[src/rtl/fpu_pipe_ctl.sv]
// FP execution-pipeline controller: launches operands into external add/mul pipes,
// tracks dest/write/class through E1..En, sequences the iterative div/sqrt unit.
module fpu_pipe_ctl #(
  parameter int unsigned WIDTH     = 32,
  parameter int unsigned STAGES    = 3,
  parameter int unsigned RN        = 5,
  parameter int unsigned DS_CYCLES = 12
) (
  input  logic                 clk,
  input  logic                 clrn,
  input  logic [WIDTH-1:0]     a,
  input  logic [WIDTH-1:0]     b,
  input  logic [2:0]           fc,
  input  logic [RN-1:0]        fd,
  input  logic                 wf,
  input  logic                 ein1,
  input  logic                 ein2,
  input  logic [WIDTH-1:0]     add_res,
  input  logic [WIDTH-1:0]     mul_res,
  input  logic [WIDTH-1:0]     ds_res,
  output logic                 e,
  output logic                 st_ds,
  output logic                 ds_start,
  output logic                 ds_op,
  output logic [WIDTH-1:0]     efa,
  output logic [WIDTH-1:0]     efb,
  output logic                 sub,
  output logic [STAGES*RN-1:0] stg_n,
  output logic [STAGES-1:0]    stg_w,
  output logic [WIDTH-1:0]     ed,
  output logic [WIDTH-1:0]     wd,
  output logic [RN-1:0]        wn,
  output logic                 ww,
  output logic [4:0]           ds_cnt
);

  localparam logic [4:0] DS_LOAD = 5'(DS_CYCLES);
  localparam logic [1:0] CLS_ADD = 2'd0;
  localparam logic [1:0] CLS_MUL = 2'd1;
  localparam logic [1:0] CLS_DS  = 2'd2;

  logic [RN-1:0]     n_q [STAGES];
  logic [1:0]        c_q [STAGES];
  logic [STAGES-1:0] w_q;
  logic [WIDTH-1:0]  ds_q;
  logic              op_valid;
  logic              ds_req;
  logic [1:0]        id_cls;

  // ID-stage decode
  always_comb begin
    op_valid = 1'b0;
    id_cls   = CLS_ADD;
    case (fc)
      3'b000, 3'b001, 3'b010, 3'b100, 3'b101: op_valid = 1'b1;
      default:                                op_valid = 1'b0;
    endcase
    if (fc[2])      id_cls = CLS_DS;
    else if (fc[1]) id_cls = CLS_MUL;
  end

  assign ds_req   = wf & fc[2] & ~fc[1];
  assign st_ds    = ds_req & (ds_cnt != 5'd1);
  assign e        = ein1 & ~st_ds;
  assign ds_start = ds_req & ein1 & (ds_cnt == 5'd0);
  assign ds_op    = fc[0];

  // E1 write enable is cancelled combinationally by ein2; later stages carry it
  always_comb begin
    stg_w    = w_q;
    stg_w[0] = w_q[0] & ein2;
  end

  always_comb begin
    ed = ds_q;
    case (c_q[STAGES-1])
      CLS_ADD: ed = add_res;
      CLS_MUL: ed = mul_res;
      default: ed = ds_q;
    endcase
  end

  // E1 operand and tag registers
  always_ff @(posedge clk or negedge clrn) begin
    if (!clrn) begin
      efa    <= '0;
      efb    <= '0;
      sub    <= 1'b0;
      n_q[0] <= '0;
      c_q[0] <= '0;
      w_q[0] <= 1'b0;
    end else if (e) begin
      efa    <= a;
      efb    <= b;
      sub    <= (fc == 3'b001);
      n_q[0] <= fd;
      c_q[0] <= id_cls;
      w_q[0] <= wf & op_valid;
    end
  end

  for (genvar k = 1; k < STAGES; k++) begin : g_stage
    always_ff @(posedge clk or negedge clrn) begin
      if (!clrn) begin
        n_q[k] <= '0;
        c_q[k] <= '0;
        w_q[k] <= 1'b0;
      end else if (e) begin
        n_q[k] <= n_q[k-1];
        c_q[k] <= c_q[k-1];
        w_q[k] <= stg_w[k-1];
      end
    end
  end

  for (genvar k = 0; k < STAGES; k++) begin : g_stg_n
    assign stg_n[k*RN +: RN] = n_q[k];
  end

  // Writeback stage
  always_ff @(posedge clk or negedge clrn) begin
    if (!clrn) begin
      wd <= '0;
      wn <= '0;
      ww <= 1'b0;
    end else if (e) begin
      wd <= ed;
      wn <= n_q[STAGES-1];
      ww <= w_q[STAGES-1];
    end
  end

  // Div/sqrt stall counter; at 1 the result waits for the pipeline to advance
  always_ff @(posedge clk or negedge clrn) begin
    if (!clrn) begin
      ds_cnt <= '0;
      ds_q   <= '0;
    end else if (ds_cnt == 5'd0) begin
      if (ds_req & ein1) ds_cnt <= DS_LOAD;
    end else if (ds_cnt > 5'd1) begin
      ds_cnt <= ds_cnt - 5'd1;
    end else if (e) begin
      ds_q   <= ds_res;
      ds_cnt <= 5'd0;
    end
  end

endmodule
[config.mk]
export PLATFORM = sky130hd
export DESIGN_NAME = fpu_pipe_ctl
export DESIGN_NICKNAME = d
export VERILOG_FILES = /design/src/rtl/fpu_pipe_ctl.sv
export SDC_FILE = /design/constraint.sdc
export NUM_CORES = 1
export LEC_CHECK = 0
export ABC_AREA = 1
export CORE_ASPECT_RATIO = 1.2
export CORE_MARGIN = 4
export CORE_UTILIZATION = 41
export CTS_CLUSTER_SIZE = 12
export DETAILED_ROUTE_END_ITERATION = 8
export PLACE_DENSITY = 0.81
export SETUP_SLACK_MARGIN = 0.15
export SLEW_MARGIN = 20
export SYNTH_ARGS = -nofsm -noshare
export SYNTH_HDL_FRONTEND = slang
export SYNTH_SLANG_ARGS = --single-unit
export TNS_END_PERCENT = 1
[constraint.sdc]
create_clock -name clk -period 1.9 [get_ports clk]
set_clock_uncertainty 0.05 [all_clocks]
set_input_delay 0.38 -clock clk [delete_from_list [all_inputs] [get_ports clk]]
set_output_delay 0.38 -clock clk [all_outputs]
set_load 0.01 [all_outputs]
==> metrics.log, run 1 <==
INFO  metric vias_in_the_first_global_route = 7099
INFO  metric dr.pass1.iters = 5
INFO  metric commonest_cells_after_routing_fill_and_taps_aside = sky130_fd_sc_hd__nand2_1 (357), sky130_fd_sc_hd__clkdlybuf4s50_1 (171), sky130_fd_sc_hd__dfrtp_1 (162), sky130_fd_sc_hd__dlygate4sd2_1 (126), sky130_fd_sc_hd__buf_4 (62)
INFO  metric portbufs = 334
INFO  metric cts-buffers-inserted = 17
INFO  metric timing.max_cap.violations = 0
INFO  metric worst_setup_path_start_kind = flip-flop
INFO  metric dp_cells = 1394
INFO  metric finalMaxSlewViolations = 0
INFO  metric grt_use_total = 23.92%
INFO  metric cts.clk_slew.worst_paths = 0.07 ns
INFO  metric yosysUniqueCellTypes = 23
INFO  metric grt_overflow = 0
INFO  metric finalNonFillerCells = 1446
INFO  metric number_of_antenna_violations_at_the_first_check_in_global_routing = 1
INFO  metric detailed_route_iter0_violations = 351
INFO  metric grt_first_pass_wirelength = 36300 microns
INFO  metric worst-r2r-setup-slack = -0.16 ns
INFO  metric path_buf_inv = 3
INFO  metric crit_slowest_cell = sky130_fd_sc_hd__dfrtp_2
INFO  metric pwr_density_cell = 1199 nW/um^2
INFO  metric area_growth = 68.22%
INFO  metric layout_min_cycle_time = 2.134 ns
INFO  metric critical_path.top_delay_family = buffers and inverters
INFO  metric ys.warnings.count = 0
INFO  metric synthesis.area_per_instance = 8.463 sq um
INFO  metric layout.nets = 1393
INFO  metric totalNegativeSetupSlack = -4.560 ns
INFO  metric cp_data_arrival_time = 1.70 ns
INFO  metric tritoncts_num_sinks = 164
INFO  metric clockBufferDepth = 2
INFO  metric hold_path.class = input pin to async pin
INFO  metric avgViaCountPerCell = 4.808
INFO  metric netlist_instances = 827
INFO  metric final.setup.worst_slack = -0.2345 ns
INFO  metric ys_seq_elements = 164
INFO  metric syn-cell-area = 6999 sq um
INFO  metric hpwlAfterDp = 17080 microns
INFO  metric die_width = 127.3 microns
INFO  metric maximum_number_of_pins_on_one_net_before_global_route_repair = 75
INFO  metric routedWlPerCell = 16.28 microns
INFO  metric cts.htree.levels = 4
INFO  metric hold_viol_final = 0
INFO  metric critPathMaxFanout = 5
INFO  metric unrepaired_setup_endpoints_after_global_routing = yes
INFO  metric rr_worst_depth = 13
INFO  metric detailroute.via_count = 6952
INFO  metric antenna_left = 0
INFO  metric routabilityCongestion = 0.8817
INFO  metric max_clock_freq = 0.4685 GHz
INFO  metric crit_type = flip-flop to output port
INFO  metric outcome = finished with violations
INFO  metric power.leakage = 0.006066 uW
INFO  metric drc = 0
INFO  metric die_height = 151.1 microns
INFO  metric vdd_ir_drop_max = 0.7458 mV
INFO  metric fp.coreArea = 16790 sq um
INFO  metric report.final.setup_viol = 36
INFO  metric max-slew-margin-rel = 76.36%
INFO  metric worstReg2RegStart = c_q[0]
INFO  metric initial_core_util = 41.70%
INFO  metric worst_skew_pair.late_latency = 0.42 ns
INFO  metric cp_slowest_stage_delay = 0.44 ns
INFO  metric cts_root_buffer = sky130_fd_sc_hd__clkbuf_16
INFO  metric io-pin-count = 335
INFO  metric required = 1.47 ns
INFO  metric violations = negative setup slack
INFO  metric layout.cells.most_common = sky130_fd_sc_hd__nand2_1
INFO  metric tightestPinTransition = 0.3546 ns
INFO  metric finalCritPeriodShare = 112.3%
INFO  metric synthesis.nets = 1003
INFO  metric drive_gt1_share = 17.80%
INFO  metric row_count = 52
INFO  metric cts_tree = done
INFO  metric postRouteWirelength = 23550 microns
INFO  metric die_area = 19230 sq um
INFO  metric antenna_cells = 0
INFO  metric worst_r2r_endpoint = wd[7]
INFO  metric fillCellCount = 1302
INFO  metric cp_cell_sequence = nor2_4 > buf_6 > buf_16 > nand2_2 > o211ai_1 > buf_2
INFO  metric p_total = 14120 uW
INFO  metric setup.worst_path.end_class = output port
INFO  metric synth.yosys.seq_area_share = 58.63%
Yosys cell counts, drive strengths merged:
cell    number  share of area [%]
a21oi        2               0.14
buf         44                3.6
clkbuf       6               0.32
dfrtp      164                 59
ha           3               0.54
inv         56                3.0
nand2      405                 22
nand3       35                2.5
nand4        1              0.089
nor2        14                1.0
nor3         1              0.071
o211ai      32                3.4
o21ai       62                4.4
xnor2        1               0.13
xor2         1               0.13
flip-flops by register name, indices dropped and copies added, names as in the netlist, 2 cells and up:
signal	cells
stg_w	2
efb	32
wd	32
ds_cnt	5
stg_n	15
c_q	6
ds_q	32
wn	5
efa	32
layout make-up:
class / instances / area, sq um / share of cell area [%]
Sequential cell: 164 / 4106 / 34.88
Timing Repair Buffer: 421 / 3958 / 33.61
Multi-Input combinational cell: 557 / 2610 / 22.17
Clock buffer: 18 / 429.2 / 3.645
Tap cell: 216 / 270.3 / 2.295
Inverter: 56 / 214.0 / 1.817
Clock inverter: 14 / 186.4 / 1.583
timing repair:
action                                 CTS  global route
pin swaps                                7            13
endpoints found under the hold margin   25             0
resized for setup                      290            76
gates cloned                             1             1
setup buffers                           12             5
hold buffers                             1             0
setup endpoints to repair              307           191
per-layer routing:
| layer | up-vias | part of all wire [%] | track usage, % | wire length (microns) |
|---|---|---|---|---|
| met4 | 2 | 3.1 | 9.549 | 727 |
| li1 | 3366 | - | - | - |
| met1 | 3273 | 38 | 27.60 | 8901 |
| met3 | 52 | 7.4 | 7.266 | 1744 |
| met5 | - | 0.055 | 0 | 13 |
| met2 | 259 | 52 | 41.57 | 12160 |
worst register-to-register path, delay by kind of cell (launching register included):
kind	cells	cell delay, ns
AOI/OAI and AO/OA	1	0.11
buffers and inverters	9	1.19
DFF	1	0.43
and+or+nand+nor	3	0.17
cells by family (layout without fill, tap and decap cells):
group	count (synthesis)	after routing	share of synthesized area (%)
and+or+nand+nor	456	456	25.62
DFF	164	164	58.63
buffers and inverters	106	509	6.954
AOI/OAI and AO/OA	96	96	8.008
adders and majority gates	3	3	0.5363
xor gates and xnor gates	2	2	0.2503
worst max-delay path by stage:
stage	from	cells past startpoint	endpoint
6_report	c_q[1]	6	ed[6]
5_1_grt	c_q[1]	6	ed[6]
4_1_cts	c_q[0]	6	ed[8]
3_5_place_dp	wf	7	e
3_3_place_gp	wf	7	e
2_1_floorplan	ds_cnt[1]	9	e
power breakdown:
group	leakage [uW]	internal [uW]	switching [uW]	total [uW]
sequential	0.00203	4420	420	4840
clock	0.000295	2110	1490	3600
combinational	0.00374	2710	2980	5690
total	0.00607	9240	4880	14100
stage by stage:
step	hold slack (ns)	cell area, sq um	util [%]	setup WS, ns
3_5_place_dp	0.2286	11030	65.72	-0.3843
6_report	0.3430	11770	70.14	-0.2345
5_1_grt	0.3534	11770	70.14	-0.3063
4_1_cts	0.3396	11530	68.69	-0.2422
2_1_floorplan	0.03441	6999	-	0.1516
3_3_place_gp	0.2295	11030	65.72	-0.3938
No activity file was read; power rests on OpenSTA's default activity.
==> run 2: changes to the inputs <==
--- a/config.mk
+++ b/config.mk
@@ -8,10 +8,10 @@
 export ABC_AREA = 1
 export CORE_ASPECT_RATIO = 1.2
 export CORE_MARGIN = 4
-export CORE_UTILIZATION = 41
+export CORE_UTILIZATION = 44
 export CTS_CLUSTER_SIZE = 12
 export DETAILED_ROUTE_END_ITERATION = 8
-export PLACE_DENSITY = 0.81
+export PLACE_DENSITY = 0.86
 export SETUP_SLACK_MARGIN = 0.15
 export SLEW_MARGIN = 20
 export SYNTH_ARGS = -nofsm -noshare
==> constraint.sdc (replaced) <==
create_clock -name clk -period 2.5 [get_ports clk]
set_clock_uncertainty 0.05 [all_clocks]
set_input_delay 0.5 -clock clk [delete_from_list [all_inputs] [get_ports clk]]
set_output_delay 0.5 -clock clk [all_outputs]
set_load 0.01 [all_outputs]
==> run 2 against run 1 <==
The flow finishes with violations (negative hold slack). Combinational power shrank 33%. Via count shrank 4.0%. Clock power down 30%. Design area is 5.4% lower. Utilization grew 1.4 points. Total power fell by 29%. Setup slack gained 0.42 ns. First-iteration DRC count grew 46%. Global-route usage is 0.98 points higher. Wire length shrank 3.3%. Cell count down 5.1%. Critical path type unchanged. Critical endpoint is now ds_start. Largest cell class unchanged. Highest routed layer is now met4.
==> metrics.log, run 2 (same netlist as run 1, synthesis figures left out) <==
INFO  metric outcome = finished with violations (unchanged)
INFO  metric violations = negative hold slack (was negative setup slack)
INFO  metric antenna_left = 0 (unchanged)
INFO  metric final.setup.worst_slack = 0.1814 ns (was -0.2345 ns)
INFO  metric routabilityCongestion = 0.8262 (was 0.8817)
INFO  metric cts_setup_buffers = 0 (was 12)
INFO  metric routedWlPerCell = 16.60 microns (was 16.28 microns)
INFO  metric postLayoutCellArea = 11140 sq um (was 11770 sq um)
INFO  metric vias_in_the_first_global_route = 6673 (was 7099)
INFO  metric setup.worst_path.end_class = output port (unchanged)
INFO  metric hold_path.class = input pin to async pin (unchanged)
INFO  metric layout.cells.most_common = sky130_fd_sc_hd__nand2_1 (unchanged)
INFO  metric drive_gt1_share = 5.584% (was 17.80%)
INFO  metric cts.clk_slew.worst_paths = 0.07 ns (about the same)
INFO  metric worst_skew_pair.late_latency = 0.41 ns (was 0.42 ns)
INFO  metric vdd_ir_drop_max = 0.8129 mV (was 0.7458 mV)
INFO  metric die_width = 123.1 microns (was 127.3 microns)
INFO  metric report.final.setup_viol = 0 (was 36)
INFO  metric die_area = 18000 sq um (was 19230 sq um)
INFO  metric hold_viol_final = 7 (was 0)
INFO  metric number_of_antenna_violations_at_the_first_check_in_global_routing = 0 (was 1)
INFO  metric commonest_cells_after_routing_fill_and_taps_aside = sky130_fd_sc_hd__nand2_1 (403), sky130_fd_sc_hd__clkdlybuf4s50_1 (298), sky130_fd_sc_hd__dfrtp_1 (164), sky130_fd_sc_hd__inv_1 (51), sky130_fd_sc_hd__nand3_1 (35) (was sky130_fd_sc_hd__nand2_1 (357), sky130_fd_sc_hd__clkdlybuf4s50_1 (171), sky130_fd_sc_hd__dfrtp_1 (162), sky130_fd_sc_hd__dlygate4sd2_1 (126), sky130_fd_sc_hd__buf_4 (62))
INFO  metric finalNonFillerCells = 1372 (was 1446)
INFO  metric antenna_cells = 0 (unchanged)
INFO  metric cts_tree = done (unchanged)
INFO  metric portbufs = 334 (unchanged)
INFO  metric initial_core_util = 44.93% (was 41.70%)
INFO  metric crit_slowest_cell = sky130_fd_sc_hd__dfrtp_1 (was sky130_fd_sc_hd__dfrtp_2)
INFO  metric cts-buffers-inserted = 17 (unchanged)
INFO  metric cp_slowest_stage_delay = 0.42 ns (was 0.44 ns)
INFO  metric io-pin-count = 335 (unchanged)
INFO  metric dr.pass1.iters = 5 (unchanged)
INFO  metric clockBufferDepth = 2 (unchanged)
INFO  metric grt_use_total = 24.91% (was 23.92%)
INFO  metric cts_root_buffer = sky130_fd_sc_hd__clkbuf_16 (unchanged)
INFO  metric cp_common_cell = sky130_fd_sc_hd__inv_2
INFO  metric maximum_number_of_pins_on_one_net_before_global_route_repair = 88 (was 75)
INFO  metric total_area_of_multi_input_combinational_cells = 2416 sq um (was 2610 sq um)
INFO  metric area_growth = 59.19% (was 68.22%)
INFO  metric tritoncts_num_sinks = 164 (unchanged)
INFO  metric finalCritPeriodShare = 92.74%
INFO  metric worst_setup_path_start_kind = flip-flop (unchanged)
INFO  metric layout.nets = 1327 (was 1393)
INFO  metric grt_overflow = 0 (unchanged)
INFO  metric rr_worst_depth = 12 (was 13)
INFO  metric max-slew-margin-rel = 64.05% (was 76.36%)
INFO  metric cp_data_arrival_time = 1.77 ns (was 1.70 ns)
INFO  metric timing.max_cap.violations = 0 (unchanged)
INFO  metric post_route_hold_slack = -0.006276 ns (was 0.3430 ns)
INFO  metric detailed_route_iter0_violations = 512 (was 351)
INFO  metric place_worst_setup_slack = -0.02400 ns (was -0.3843 ns)
INFO  metric finalMaxSlewViolations = 0 (unchanged)
INFO  metric path_buf_inv = 3 (unchanged)
INFO  metric tightestPinTransition = 0.5392 ns (was 0.3546 ns)
INFO  metric layout_min_cycle_time = 2.319 ns
INFO  metric max_clock_freq = 0.4313 GHz
INFO  metric dp_cells = 1340 (was 1394)
INFO  metric row_count = 50 (was 52)
INFO  metric fillCellCount = 1158 (was 1302)
INFO  metric postRouteWirelength = 22770 microns (was 23550 microns)
INFO  metric placed_instance_area = 10600 sq um (was 11030 sq um)
INFO  metric critPathMaxFanout = 6 (was 5)
INFO  metric cp.depth = 7 (was 6)
INFO  metric unrepaired_setup_endpoints_after_global_routing = yes (unchanged)
INFO  metric drc = 0 (unchanged)
INFO  metric required = 1.95 ns (was 1.47 ns)
INFO  metric power.leakage = 0.005321 uW (was 0.006066 uW)
INFO  metric detailroute.via_count = 6672 (was 6952)
INFO  metric avgViaCountPerCell = 4.863 (was 4.808)
INFO  metric die_height = 146.2 microns (was 151.1 microns)
INFO  metric cp_cell_sequence = inv_2 > ha_1 > nand2_1 > nor2_4 > inv_2 > nor2_1 > dlygate4sd2_1 (was nor2_4 > buf_6 > buf_16 > nand2_2 > o211ai_1 > buf_2)
INFO  metric crit_type = flip-flop to output port (unchanged)
INFO  metric critical_path.top_delay_family = buffers and inverters (unchanged)
INFO  metric p_total = 10070 uW (was 14120 uW)
INFO  metric hpwlAfterDp = 16670 microns (was 17080 microns)
INFO  metric pwr_density_cell = 903.4 nW/um^2 (was 1199 nW/um^2)
INFO  metric grt_first_pass_wirelength = 34870 microns (was 36300 microns)
INFO  metric regArea = 4104 sq um (was 4106 sq um)
INFO  metric fp.coreArea = 15580 sq um (was 16790 sq um)
INFO  metric cts.htree.levels = 4 (unchanged)
[run 2: cell count changes in the layout (fill, tap and decap cells not counted), moves of 6 or more]
cell and change:
sky130_fd_sc_hd__nand2_1 +46, sky130_fd_sc_hd__nand2_4 -10, sky130_fd_sc_hd__dlygate4sd2_1 -93, sky130_fd_sc_hd__nand2_2 -36
sky130_fd_sc_hd__buf_4 -50, sky130_fd_sc_hd__o21ai_2 -7, sky130_fd_sc_hd__buf_6 -6, sky130_fd_sc_hd__o21ai_0 +12
sky130_fd_sc_hd__clkdlybuf4s50_1 +127, sky130_fd_sc_hd__buf_2 -31
[run 2: per-layer routing]
layer	vias up	wire, microns	global-route usage, %
li1	3237	-	-
met1	3094	8545	29.48
met2	288	11290	41.74
met3	53	2116	7.129
met4	0	822	11.02
met5	-	0	0
[run 2: cell type report]
class,instances,area share (%)
clock inverters,13,1.112
well taps,208,2.336
clock buffers,19,4.065
flip-flops and latches,164,36.83
repair buffers,355,32.05
inverters,56,1.920
multi-input cells,557,21.68
[run 2: worst paths after layout]
path                           start  endpoint  slack, ns
setup / recovery           ds_cnt[0]  ds_start       0.18
hold / removal                  clrn   efa[19]     -0.006
setup reg to reg           ds_cnt[1]    c_q[4]       0.42
hold reg to reg              efb[25]   efb[25]       0.43
max in group asynchronous       clrn    efb[5]       1.67
min in group clk             efb[25]   efb[25]       0.43
[run 2: stage by stage]
step / util (%) / TNS, ns
floorplan: - / 0
global placement: 68.06 / 0
detailed placement: 68.06 / -0.02400
CTS: 71.51 / -0.05192
global route: 71.53 / 0
finish: 71.53 / 0
[run 2: repair_timing]
action,CTS,global route
hold buffers,0,0
gates resized for setup,41,1
hold endpoints to repair,0,0
endpoints found under the setup margin,35,11
[run 2: power by group]
part / internal (uW) / total, uW / switching (uW)
clock: 1440 / 2530 / 1090
combinational: 1830 / 3830 / 2000
sequential: 3360 / 3710 / 350
==> run 3: changes to the inputs <==
--- a/config.mk
+++ b/config.mk
@@ -6,13 +6,14 @@
 export NUM_CORES = 1
 export LEC_CHECK = 0
 export ABC_AREA = 1
+export CAP_MARGIN = 20
 export CORE_ASPECT_RATIO = 1.2
 export CORE_MARGIN = 4
 export CORE_UTILIZATION = 44
 export CTS_CLUSTER_SIZE = 12
 export DETAILED_ROUTE_END_ITERATION = 8
 export PLACE_DENSITY = 0.86
-export SETUP_SLACK_MARGIN = 0.15
+export SETUP_SLACK_MARGIN = 0.3
 export SLEW_MARGIN = 20
 export SYNTH_ARGS = -nofsm -noshare
 export SYNTH_HDL_FRONTEND = slang
==> constraint.sdc (replaced) <==
create_clock -name clk -period 2.8 [get_ports clk]
set_clock_uncertainty 0.05 [all_clocks]
set_input_delay 0.56 -clock clk [delete_from_list [all_inputs] [get_ports clk]]
set_output_delay 0.56 -clock clk [all_outputs]
set_load 0.01 [all_outputs]
==> run 3 against run 2 <==
The run now ends clean. Largest cell class unchanged. Combinational power down 6.8%. Critical path depth down 3. Critical path type unchanged. Sequential share of layout area down 0.062 points. Global-route usage up 0.69 points.
==> metrics.log, run 3 (same netlist as run 1, synthesis figures left out) <==
INFO  metric hold_path.class = input pin to async pin (unchanged)
INFO  metric die_width = 123.1 microns (unchanged)
INFO  metric layout.cells.most_common = sky130_fd_sc_hd__nand2_1 (unchanged)
INFO  metric critical_path.top_delay_family = buffers and inverters (unchanged)
INFO  metric antenna_left = 0 (unchanged)
INFO  metric finalMaxSlewViolations = 0 (unchanged)
INFO  metric postCtsHoldBufs = 0 (unchanged)
INFO  metric critPathMaxFanout = 32 (was 6)
INFO  metric cts.clk_slew.worst_paths = 0.06 ns (was 0.07 ns)
INFO  metric avgViaCountPerCell = 4.925 (was 4.863)
INFO  metric antenna_cells = 0 (unchanged)
INFO  metric path_buf_inv = 3 (unchanged)
INFO  metric vias_in_the_first_global_route = 6725 (was 6673)
INFO  metric max-slew-margin-rel = 54.74% (was 64.05%)
INFO  metric layout_min_cycle_time = 2.662 ns
INFO  metric totalNegativeSetupSlack = 0 ns (unchanged)
INFO  metric vdd_ir_drop_max = 0.6397 mV (was 0.8129 mV)
INFO  metric maximum_number_of_pins_on_one_net_before_global_route_repair = 133 (was 88)
INFO  metric detailed_route_iter0_violations = 548 (was 512)
INFO  metric routedWlPerCell = 17.10 microns (was 16.60 microns)
INFO  metric cts-buffers-inserted = 17 (unchanged)
INFO  metric detailroute.via_count = 6713 (was 6672)
INFO  metric dr.pass1.iters = 6 (was 5)
INFO  metric layout.nets = 1319 (was 1327)
INFO  metric fillCellCount = 1146 (was 1158)
INFO  metric worst_skew_pair.late_latency = 0.41 ns (about the same)
INFO  metric fp.coreArea = 15580 sq um (unchanged)
INFO  metric drc = 0 (unchanged)
INFO  metric unrepaired_setup_endpoints_after_global_routing = yes (unchanged)
INFO  metric drive_gt1_share = 4.589% (was 5.584%)
INFO  metric cp_cell_sequence = inv_2 > bufbuf_16 > o211ai_1 > clkdlybuf4s50_1 (was inv_2 > ha_1 > nand2_1 > nor2_4 > inv_2 > nor2_1 > dlygate4sd2_1)
INFO  metric outcome = finished clean (was finished with violations)
INFO  metric crit_slowest_cell = sky130_fd_sc_hd__clkdlybuf4s50_1 (was sky130_fd_sc_hd__dfrtp_1)
INFO  metric hold_viol_final = 0 (was 7)
INFO  metric p_total = 9248 uW (was 10070 uW)
INFO  metric report.final.setup_viol = 0 (unchanged)
INFO  metric hpwlAfterDp = 16460 microns (was 16670 microns)
INFO  metric number_of_antenna_violations_at_the_first_check_in_global_routing = 0 (unchanged)
INFO  metric required = 2.19 ns (was 1.95 ns)
INFO  metric timing.max_cap.violations = 0 (unchanged)
INFO  metric setup.worst_path.end_class = output port (unchanged)
INFO  metric die_height = 146.2 microns (unchanged)
INFO  metric cp_slowest_stage_delay = 0.59 ns (was 0.42 ns)
INFO  metric grt_overflow = 0 (unchanged)
INFO  metric area_growth = 59.46% (was 59.19%)
INFO  metric post_route_hold_slack = 0.1208 ns (was -0.006276 ns)
INFO  metric final.setup.worst_slack = 0.1377 ns (was 0.1814 ns)
INFO  metric place_worst_setup_slack = 0.05174 ns (was -0.02400 ns)
INFO  metric clockBufferDepth = 2 (unchanged)
INFO  metric initial_core_util = 44.93% (unchanged)
INFO  metric power.leakage = 0.005256 uW (was 0.005321 uW)
INFO  metric max_clock_freq = 0.3756 GHz
INFO  metric postRouteWirelength = 23310 microns (was 22770 microns)
INFO  metric portbufs = 334 (unchanged)
INFO  metric cts_root_buffer = sky130_fd_sc_hd__clkbuf_16 (unchanged)
INFO  metric io-pin-count = 335 (unchanged)
INFO  metric cts_tree = done (unchanged)
INFO  metric pwr_density_cell = 828.7 nW/um^2 (was 903.4 nW/um^2)
INFO  metric worst_setup_path_start_kind = flip-flop (unchanged)
INFO  metric row_count = 50 (unchanged)
INFO  metric total_area_of_multi_input_combinational_cells = 2416 sq um (unchanged)
INFO  metric grt_first_pass_wirelength = 35740 microns (was 34870 microns)
INFO  metric cp_data_arrival_time = 2.05 ns (was 1.77 ns)
INFO  metric finalCoreUtilization = 71.65% (was 71.53%)
INFO  metric regArea = 4104 sq um (unchanged)
INFO  metric crit_type = flip-flop to output port (unchanged)
INFO  metric tightestPinTransition = 0.6789 ns (was 0.5392 ns)
INFO  metric commonest_cells_after_routing_fill_and_taps_aside = sky130_fd_sc_hd__nand2_1 (403), sky130_fd_sc_hd__clkdlybuf4s50_1 (330), sky130_fd_sc_hd__dfrtp_1 (164), sky130_fd_sc_hd__inv_1 (51), sky130_fd_sc_hd__nand3_1 (35) (was sky130_fd_sc_hd__nand2_1 (403), sky130_fd_sc_hd__clkdlybuf4s50_1 (298), sky130_fd_sc_hd__dfrtp_1 (164), sky130_fd_sc_hd__inv_1 (51), sky130_fd_sc_hd__nand3_1 (35))
INFO  metric grt_use_total = 25.59% (was 24.91%)
INFO  metric tritoncts_num_sinks = 164 (unchanged)
INFO  metric finalCritPeriodShare = 95.08%
INFO  metric die_area = 18000 sq um (unchanged)
INFO  metric routabilityCongestion = 0.8714 (was 0.8262)
INFO  metric cts.htree.levels = 4 (unchanged)
==> run 3: cell count changes in the layout (fill, tap and decap cells not counted), moves of 2 or more <==
cell / previous run / this run
sky130_fd_sc_hd__clkdlybuf4s50_1: 298 / 330
sky130_fd_sc_hd__dlygate4sd2_1: 33 / 2
sky130_fd_sc_hd__buf_4: 12 / 4
sky130_fd_sc_hd__inv_6: 4 / 0
sky130_fd_sc_hd__clkinvlp_4: 6 / 3
sky130_fd_sc_hd__bufinv_16: 1 / 3
sky130_fd_sc_hd__clkbuf_1: 0 / 2
sky130_fd_sc_hd__clkinv_2: 2 / 4
==> run 3: per-stage QoR <==
stage	cells	area, sq um
3_5_place_dp	1330	10510
4_1_cts	1363	11160
2_1_floorplan	827	6999
3_3_place_gp	1330	10510
5_1_grt	1363	11160
6_report	1363	11160
==> run 3: worst paths after layout <==
check | startpoint | end | slack [ns] | cells past startpoint
worst min register to register | c_q[2] | c_q[0] | 0.43 | 2
min in group clk | c_q[2] | c_q[0] | 0.43 | 2
worst max register to register | ds_cnt[1] | ds_q[2] | 0.60 | 12
worst max-delay path | c_q[1] | ed[9] | 0.14 | 4
worst min-delay path | clrn | efa[23] | 0.12 | 1
max in group asynchronous | clrn | c_q[0] | 1.85 | 2
==> run 3: routing by layer <==
layer,up-vias,global-route usage [%],routed length (microns)
met5,-,0,0
met4,0,11.14,841
met3,57,8.524,2163
met2,282,42.99,11580
met1,3156,29.48,8721
li1,3218,-,-
==> run 3: layout make-up <==
class | count | area share [%]
sequential | 164 | 36.77
timing repair buffer | 347 | 31.96
multi-input combinational | 557 | 21.65
clock buffer | 22 | 4.249
tap | 208 | 2.332
inverter | 56 | 1.895
clock inverter | 9 | 1.143
==> run 3: worst reg2reg max path, cell delays in order, from the launching register on <==
cell and delay (ns):
sky130_fd_sc_hd__dfrtp_1 0.41, sky130_fd_sc_hd__inv_2 0.08, sky130_fd_sc_hd__ha_1 0.18, sky130_fd_sc_hd__inv_1 0.05, sky130_fd_sc_hd__nor2_1 0.03, sky130_fd_sc_hd__nand2_1 0.10
sky130_fd_sc_hd__nand2_1 0.11, sky130_fd_sc_hd__nand2_4 0.10, sky130_fd_sc_hd__buf_12 0.46, sky130_fd_sc_hd__nor2_8 0.16, sky130_fd_sc_hd__buf_12 0.20, sky130_fd_sc_hd__nand2_1 0.09
sky130_fd_sc_hd__o21ai_1 0.08
==> run 3: where the power goes <==
| group | switching (uW) | total [uW] | internal (uW) | leakage, uW |
|---|---|---|---|---|
| combinational | 1820 | 3570 | 1750 | 0.00294 |
| clock | 898 | 2360 | 1470 | 0.000288 |
| sequential | 315 | 3310 | 3000 | 0.00203 |
| total | 3030 | 9250 | 6210 | 0.00526 |
==> run 3: repair_timing <==
action / CTS / global route
resized for setup: 5 / 1
cloned: 1 / 0
buffers inserted: 1 / 0
setup endpoints to repair: 35 / 34
pin swaps: 2 / 0
